File: config.mk
export PLATFORM = sky130hd
export DESIGN_NAME = ula_multiciclo
export DESIGN_NICKNAME = d
export VERILOG_FILES = /design/src/rtl/ula_multiciclo_pkg.sv /design/src/rtl/ula_multiciclo_iterativa.sv /design/src/rtl/ula_multiciclo.sv
export SDC_FILE = /design/constraint.sdc
export NUM_CORES = 1
export LEC_CHECK = 0
export ABC_AREA = 1
export CAP_MARGIN = 20
export CORE_MARGIN = 2
export CORE_UTILIZATION = 57
export CTS_CLUSTER_SIZE = 12
export DETAILED_ROUTE_END_ITERATION = 10
export GPL_ROUTABILITY_DRIVEN = 0
export PLACE_DENSITY = 0.8
export RECOVER_POWER = 25
export SLEW_MARGIN = 40
export SYNTH_ARGS = -nofsm -noshare
export SYNTH_HDL_FRONTEND = slang
export SYNTH_SLANG_ARGS = --single-unit
File: constraint.sdc
create_clock -name clock -period 3.3 [get_ports clock]
set_input_delay 0.66 -clock clock [delete_from_list [all_inputs] [get_ports clock]]
set_output_delay 0.66 -clock clock [all_outputs]
set_load 0.005 [all_outputs]
File: src/rtl/ula_multiciclo_pkg.sv
// Shared opcodes, FSM state encodings and iterative-mode type for the multi-cycle ULA.
package ula_multiciclo_pkg;

    // Opcodes presented by the decoder
    localparam logic [3:0] ULA_ADD  = 4'b0000;
    localparam logic [3:0] ULA_SUB  = 4'b0001;
    localparam logic [3:0] ULA_MULT = 4'b0010;
    localparam logic [3:0] ULA_DIV  = 4'b0011;

    // Control FSM state encodings
    localparam logic [1:0] ULA_ST_IDLE = 2'd0;
    localparam logic [1:0] ULA_ST_CALC = 2'd1;
    localparam logic [1:0] ULA_ST_DONE = 2'd2;

    // Operation carried out by the shared iterative datapath
    typedef enum logic {
        MODE_MULT = 1'b0,
        MODE_DIV  = 1'b1
    } iter_mode_t;

    // True for the opcodes that need the multi-cycle datapath
    function automatic logic is_iterative(input logic [3:0] op);
        return (op == ULA_MULT) || (op == ULA_DIV);
    endfunction

endpackage

File: src/rtl/ula_multiciclo_iterativa.sv
// Shared accumulator/shift datapath for MULT (MSB-first shift-add) and DIV
// (restoring division). Both walk the operand bits from WIDTH-1 down to 0.
// The top bit is processed on the start edge itself so that the final value
// is ready, and busy is already low, WIDTH cycles after start.
module ula_iterativa
    import ula_multiciclo_pkg::*;
#(
    parameter int WIDTH = 4
) (
    input  logic                 clock,
    input  logic                 reset,
    input  logic                 start,
    input  iter_mode_t           mode,
    input  logic [WIDTH-1:0]     a,
    input  logic [WIDTH-1:0]     b,
    output logic                 busy,
    output logic [2*WIDTH-1:0]   prod_or_qr
);

    localparam int IDX_W = (WIDTH > 1) ? $clog2(WIDTH) : 1;
    localparam int CNT_W = IDX_W + 1;
    localparam logic [IDX_W-1:0] TOP_IDX = IDX_W'(WIDTH - 1);
    localparam logic [CNT_W-1:0] TOP_CNT = CNT_W'(WIDTH - 1);

    logic [WIDTH-1:0]   a_q;
    logic [WIDTH-1:0]   b_q;
    iter_mode_t         mode_q;
    logic [2*WIDTH-1:0] acc;
    logic [CNT_W-1:0]   cnt;
    logic [CNT_W-1:0]   next_cnt;

    // One iteration for bit position idx.
    // MULT: acc = 2*acc + (b[idx] ? a : 0)
    // DIV : acc = {remainder, quotient}; shift in a[idx], subtract b when it fits
    function automatic logic [2*WIDTH-1:0] step(
        input iter_mode_t         m,
        input logic [2*WIDTH-1:0] acc_in,
        input logic [WIDTH-1:0]   opa,
        input logic [WIDTH-1:0]   opb,
        input logic [IDX_W-1:0]   idx
    );
        logic [WIDTH:0]   rem_sh;
        logic [WIDTH-1:0] quo;
        if (m == MODE_MULT) begin
            return (acc_in << 1) + (opb[idx] ? (2*WIDTH)'(opa) : '0);
        end
        rem_sh = {acc_in[2*WIDTH-1:WIDTH], opa[idx]};
        quo    = acc_in[WIDTH-1:0];
        // Divide-by-zero always "fits": quotient fills with ones, remainder tracks a
        if (rem_sh >= {1'b0, opb}) begin
            rem_sh   = rem_sh - {1'b0, opb};
            quo[idx] = 1'b1;
        end
        return {rem_sh[WIDTH-1:0], quo};
    endfunction

    assign next_cnt   = cnt - 1'b1;
    assign prod_or_qr = acc;

    // Iteration control: cnt holds the bit index last processed, WIDTH-1 down to 0
    always_ff @(posedge clock) begin
        if (reset) begin
            busy <= 1'b0;
            cnt  <= '0;
        end else if (start) begin
            busy <= 1'b1;
            cnt  <= TOP_CNT;
        end else if (busy) begin
            cnt <= next_cnt;
            if (next_cnt == '0) begin
                busy <= 1'b0;
            end
        end
    end

    // Datapath: latch operands and do the first step on start, then one step per cycle
    always_ff @(posedge clock) begin
        if (start) begin
            a_q    <= a;
            b_q    <= b;
            mode_q <= mode;
            acc    <= step(mode, '0, a, b, TOP_IDX);
        end else if (busy) begin
            acc <= step(mode_q, acc, a_q, b_q, next_cnt[IDX_W-1:0]);
        end
    end

endmodule

File: src/rtl/ula_multiciclo.sv
// Multi-cycle arithmetic unit: valid/ready in, valid/ready out.
// ADD/SUB/illegal finish in one cycle; MULT/DIV go through the shared
// iterative datapath for WIDTH cycles. Result is held until taken.
module ula_multiciclo
    import ula_multiciclo_pkg::*;
#(
    parameter int WIDTH = 4
) (
    input  logic                 clock,
    input  logic                 reset,
    input  logic                 in_valid,
    output logic                 in_ready,
    input  logic [WIDTH-1:0]     operando1,
    input  logic [WIDTH-1:0]     operando2,
    input  logic [3:0]           opcode,
    output logic                 out_valid,
    input  logic                 out_ready,
    output logic [2*WIDTH-1:0]   result,
    output logic                 err
);

    logic [1:0]         state;
    logic               accept;
    logic               start;
    iter_mode_t         mode;
    logic               busy;
    logic [2*WIDTH-1:0] prod_or_qr;

    // Zero-extended sum, carry lands in bit WIDTH
    function automatic logic [2*WIDTH-1:0] add_ext(
        input logic [WIDTH-1:0] x,
        input logic [WIDTH-1:0] y
    );
        return (2*WIDTH)'(x) + (2*WIDTH)'(y);
    endfunction

    // Magnitude of the difference, so the result never wraps
    function automatic logic [2*WIDTH-1:0] abs_diff(
        input logic [WIDTH-1:0] x,
        input logic [WIDTH-1:0] y
    );
        return (x >= y) ? (2*WIDTH)'(x - y) : (2*WIDTH)'(y - x);
    endfunction

    assign in_ready  = (state == ULA_ST_IDLE);
    assign out_valid = (state == ULA_ST_DONE);
    assign accept    = in_valid && in_ready;
    assign start     = accept && is_iterative(opcode);
    assign mode      = (opcode == ULA_DIV) ? MODE_DIV : MODE_MULT;

    ula_iterativa #(
        .WIDTH(WIDTH)
    ) u_iter (
        .clock      (clock),
        .reset      (reset),
        .start      (start),
        .mode       (mode),
        .a          (operando1),
        .b          (operando2),
        .busy       (busy),
        .prod_or_qr (prod_or_qr)
    );

    // Control FSM and output register; a reset mid-operation discards the result
    always_ff @(posedge clock) begin
        if (reset) begin
            state  <= ULA_ST_IDLE;
            result <= '0;
            err    <= 1'b0;
        end else begin
            case (state)
                ULA_ST_IDLE: begin
                    if (accept) begin
                        case (opcode)
                            ULA_ADD: begin
                                result <= add_ext(operando1, operando2);
                                err    <= 1'b0;
                                state  <= ULA_ST_DONE;
                            end
                            ULA_SUB: begin
                                result <= abs_diff(operando1, operando2);
                                err    <= 1'b0;
                                state  <= ULA_ST_DONE;
                            end
                            ULA_MULT, ULA_DIV: begin
                                err   <= (opcode == ULA_DIV) && (operando2 == '0);
                                state <= ULA_ST_CALC;
                            end
                            default: begin
                                result <= '0;
                                err    <= 1'b1;
                                state  <= ULA_ST_DONE;
                            end
                        endcase
                    end
                end
                ULA_ST_CALC: begin
                    if (!busy) begin
                        result <= prod_or_qr;
                        state  <= ULA_ST_DONE;
                    end
                end
                ULA_ST_DONE: begin
                    if (out_ready) begin
                        state <= ULA_ST_IDLE;
                    end
                end
                default: state <= ULA_ST_IDLE;
            endcase
        end
    end

endmodule
==> impl_metrics.env <==
export IMPL_p_int_uw=801
export IMPL_cts_tree="done"
export IMPL_use_met2_pct=44.3
export IMPL_cts_root_buf="clkbuf_8"
export IMPL_grt_max_degree=19
export IMPL_synth_area_leaders="edfxtp_1, ha_1, dfxtp_1, nand2_1, inv_1"
export IMPL_io_pins=27
export IMPL_rsz0062_at_grt="false"
export IMPL_post_place_cells=400
export IMPL_setup_viol_count_final=0
export IMPL_yosysSeqAreaShare_pct=32.0
export IMPL_grt_util_met1_pct=33.5
export IMPL_fin_skew_ns=0.00967
export IMPL_stdcell_count=408
export IMPL_syn_area_sq_um=2540
export IMPL_pwr_share_seq_pct=40.6
export IMPL_p_clk_share_pct=34.6
export IMPL_grt_util_met3_pct=4.84
export IMPL_drc_errors=0
export IMPL_tightest_slew_ns=0.426
export IMPL_grt_pass1_wl_um=10400
export IMPL_initial_core_util_pct=58.7
export IMPL_cp_data_required_time_ns=3.43
export IMPL_cts_max_level=2
export IMPL_finalCritPeriodShare_pct=90.4
export IMPL_dieWidth_um=70.7
export IMPL_n_antenna_cell=0
export IMPL_fin_tns_setup_ns=0
export IMPL_grt_busiest_layer="met2"
export IMPL_synth_seq_cells=32
export IMPL_synth_xor_area_share_pct=1.38
export IMPL_synth_top_family_by_area="simple AND/OR/NAND/NOR gates"
export IMPL_crit_type="reg2reg"
export IMPL_antenna_found_initial=0
export IMPL_area_growth_pct=15.8
export IMPL_p_leak_uw=0.00132
export IMPL_combPwrFrac_pct=24.8
export IMPL_rows=24
export IMPL_dp_hpwl_um=4950
export IMPL_power_density_nw_per_um2=384
export IMPL_yosys_warnings=0
export IMPL_cts_sinks=32
export IMPL_hp_class="reg2reg"
export IMPL_synth_area_mux_share_pct=0
export IMPL_p_sw_uw=327
export IMPL_grt_pass1_vias=2242
export IMPL_synth_simple_area_share_pct=23.3
export IMPL_status="completed"
export IMPL_synthAdderAreaFrac_pct=16.3
export IMPL_num_vias=2330
export IMPL_synth_largest_area_cell="edfxtp_1"
export IMPL_port_buffers=26
export IMPL_grt_overflow_total=0
export IMPL_place_ws_ns=0.330
export IMPL_wl_um=6300
export IMPL_min_period_ns=2.98
export IMPL_endpoint_kind="register"
export IMPL_cp_max_fo=4
export IMPL_syn_avg_cell_area_sq_um=7.78
export IMPL_final_common_cell="nand2_1"
export IMPL_fmax_mhz=335
export IMPL_p_sw_share_pct=29.0
export IMPL_synth_nets=372
export IMPL_most_common_layout_cells="nand2_1, inv_1, a21oi_1"
export IMPL_final_nets=401
export IMPL_drt_iter0_markers=189
export IMPL_finalHoldViolCount=0
export IMPL_maxCapViolations=0
export IMPL_drt_first_pass_iters=5
export IMPL_wire_per_inst_um=15.4
export IMPL_cp_start_kind="register"
export IMPL_synth_distinct_cells=40
export IMPL_core_area_sq_um=4320
export IMPL_cts_clk_slew_worst_paths_ns=0.07
export IMPL_vias_per_cell=5.71
export IMPL_layout_drive_gt1_share_pct=7.02
export IMPL_clock_latency_ns=0.29
export IMPL_clock_path_buffers=2
export IMPL_worstPathArrival_ns=3.11
export IMPL_synth_top_area_share_pct=20.1
export IMPL_drv_slew=0
export IMPL_synth_compound_area_share_pct=17.2
export IMPL_die_y_um=70.7
export IMPL_track_usage_pct=26.2
export IMPL_drtAntennaViolNets=0
export IMPL_vdd_drop_max_v=0.000188
export IMPL_cts_inserted_buffers=5
export IMPL_syn_inst=326
export IMPL_max_slew_margin_pct=71.5
export IMPL_final_setup_worst_slack_ns=0.317
export IMPL_dieArea_sq_um=5000
[kinds of logic (layout without fill, tap and decap cells)]
| logic type | Yosys count | count (layout) |
|---|---|---|
| and+or+nand+nor | 124 | 124 |
| AOI/OAI and AO/OA | 75 | 75 |
| buffers and inverters | 61 | 91 |
| DFF | 32 | 32 |
| adders and majority gates | 30 | 30 |
| xor gates and xnor gates | 4 | 4 |
[critical path, cell delays in order, from the launching register on]
cell and delay (ns):
dfxtp_1 0.37, inv_1 0.09, ha_1 0.33, inv_1 0.09, a21oi_1 0.04, o21ai_0 0.06, and2_1 0.18, inv_1 0.07
nor2_1 0.08, ha_1 0.17, inv_1 0.05, fa_1 0.35, inv_1 0.08, nand2_1 0.08, a21oi_2 0.18, nand2_1 0.10
o21ai_0 0.18, nand3_1 0.10, nand2_1 0.08, nand2_1 0.05, o21ai_0 0.09
[Yosys cell counts, drive strengths merged]
cell type	count
or2	2
dfxtp	15
xnor2	4
and2	1
a21oi	34
a311oi	1
clkbuf	3
edfxtp	17
nand4	8
nor2	20
buf	4
nand2	66
nor4	1
nand3b	1
inv	53
fa	5
o211ai	3
o41ai	2
clkinv	1
nand3	21
a211oi	1
o2111ai	1
o21ai	26
ha	25
o311ai	2
a31oi	4
o22ai	1
nor3	4
[flip-flops by register name, summed over array words and instances, names as in the netlist]
name and flops:
result 8, u_iter.prod_or_qr 8, u_iter.a_q 4, u_iter.b_q 4
u_iter.cnt 3, state 2, err 1, u_iter.busy 1
u_iter.mode_q 1
[power groups by stage]
stage	logic [uW]	registers [uW]	clock network, uW
floorplan	184	463	0
global placement	274	465	0
detailed placement	280	466	0
CTS	282	457	393
global route	316	459	407
finish	280	458	390
[routing by layer]
metal	part of all wire [%]	up-vias
li1	-	1157
met1	43	1077
met5	0	-
met3	5.0	14
met2	50	82
met4	2.0	0
[metrics by stage]
stage	hold WS [ns]	cell area (sq um)	power, uW	util (%)
after floorplan	0.460	2540	647	-
after global placement	0.457	2840	739	65.6
after detailed placement	0.456	2840	745	65.6
after CTS	0.467	2950	1130	68.3
after global routing	0.494	2940	1180	68.0
final	0.462	2940	1130	68.0
[area by class of cell]
cell class              count  area [sq um]
clock buffers               6          82.6
clock inverters             2          33.8
fillers                   384          1390
inverters                  54           203
multi-input cells         233          1470
flip-flops and latches     32           811
well taps                  52          65.1
repair buffers             29           279
[path summary, 6_finish.rpt]
check	startpoint	endpoint	slack [ns]	cells after the start
max	u_iter.cnt[1]	u_iter.prod_or_qr[7]	0.32	20
min	result[1]	result[1]	0.46	2
max reg2reg	u_iter.cnt[1]	u_iter.prod_or_qr[7]	0.32	20
min reg2reg	result[1]	result[1]	0.46	2
[timing repair]
action,in CTS,in global routing
endpoints found under the hold margin,0,0
setup buffers,0,0
hold buffers,0,0
endpoints found under the setup margin,0,1
gates resized for setup,0,1
(Power assumes the default switching activity.)
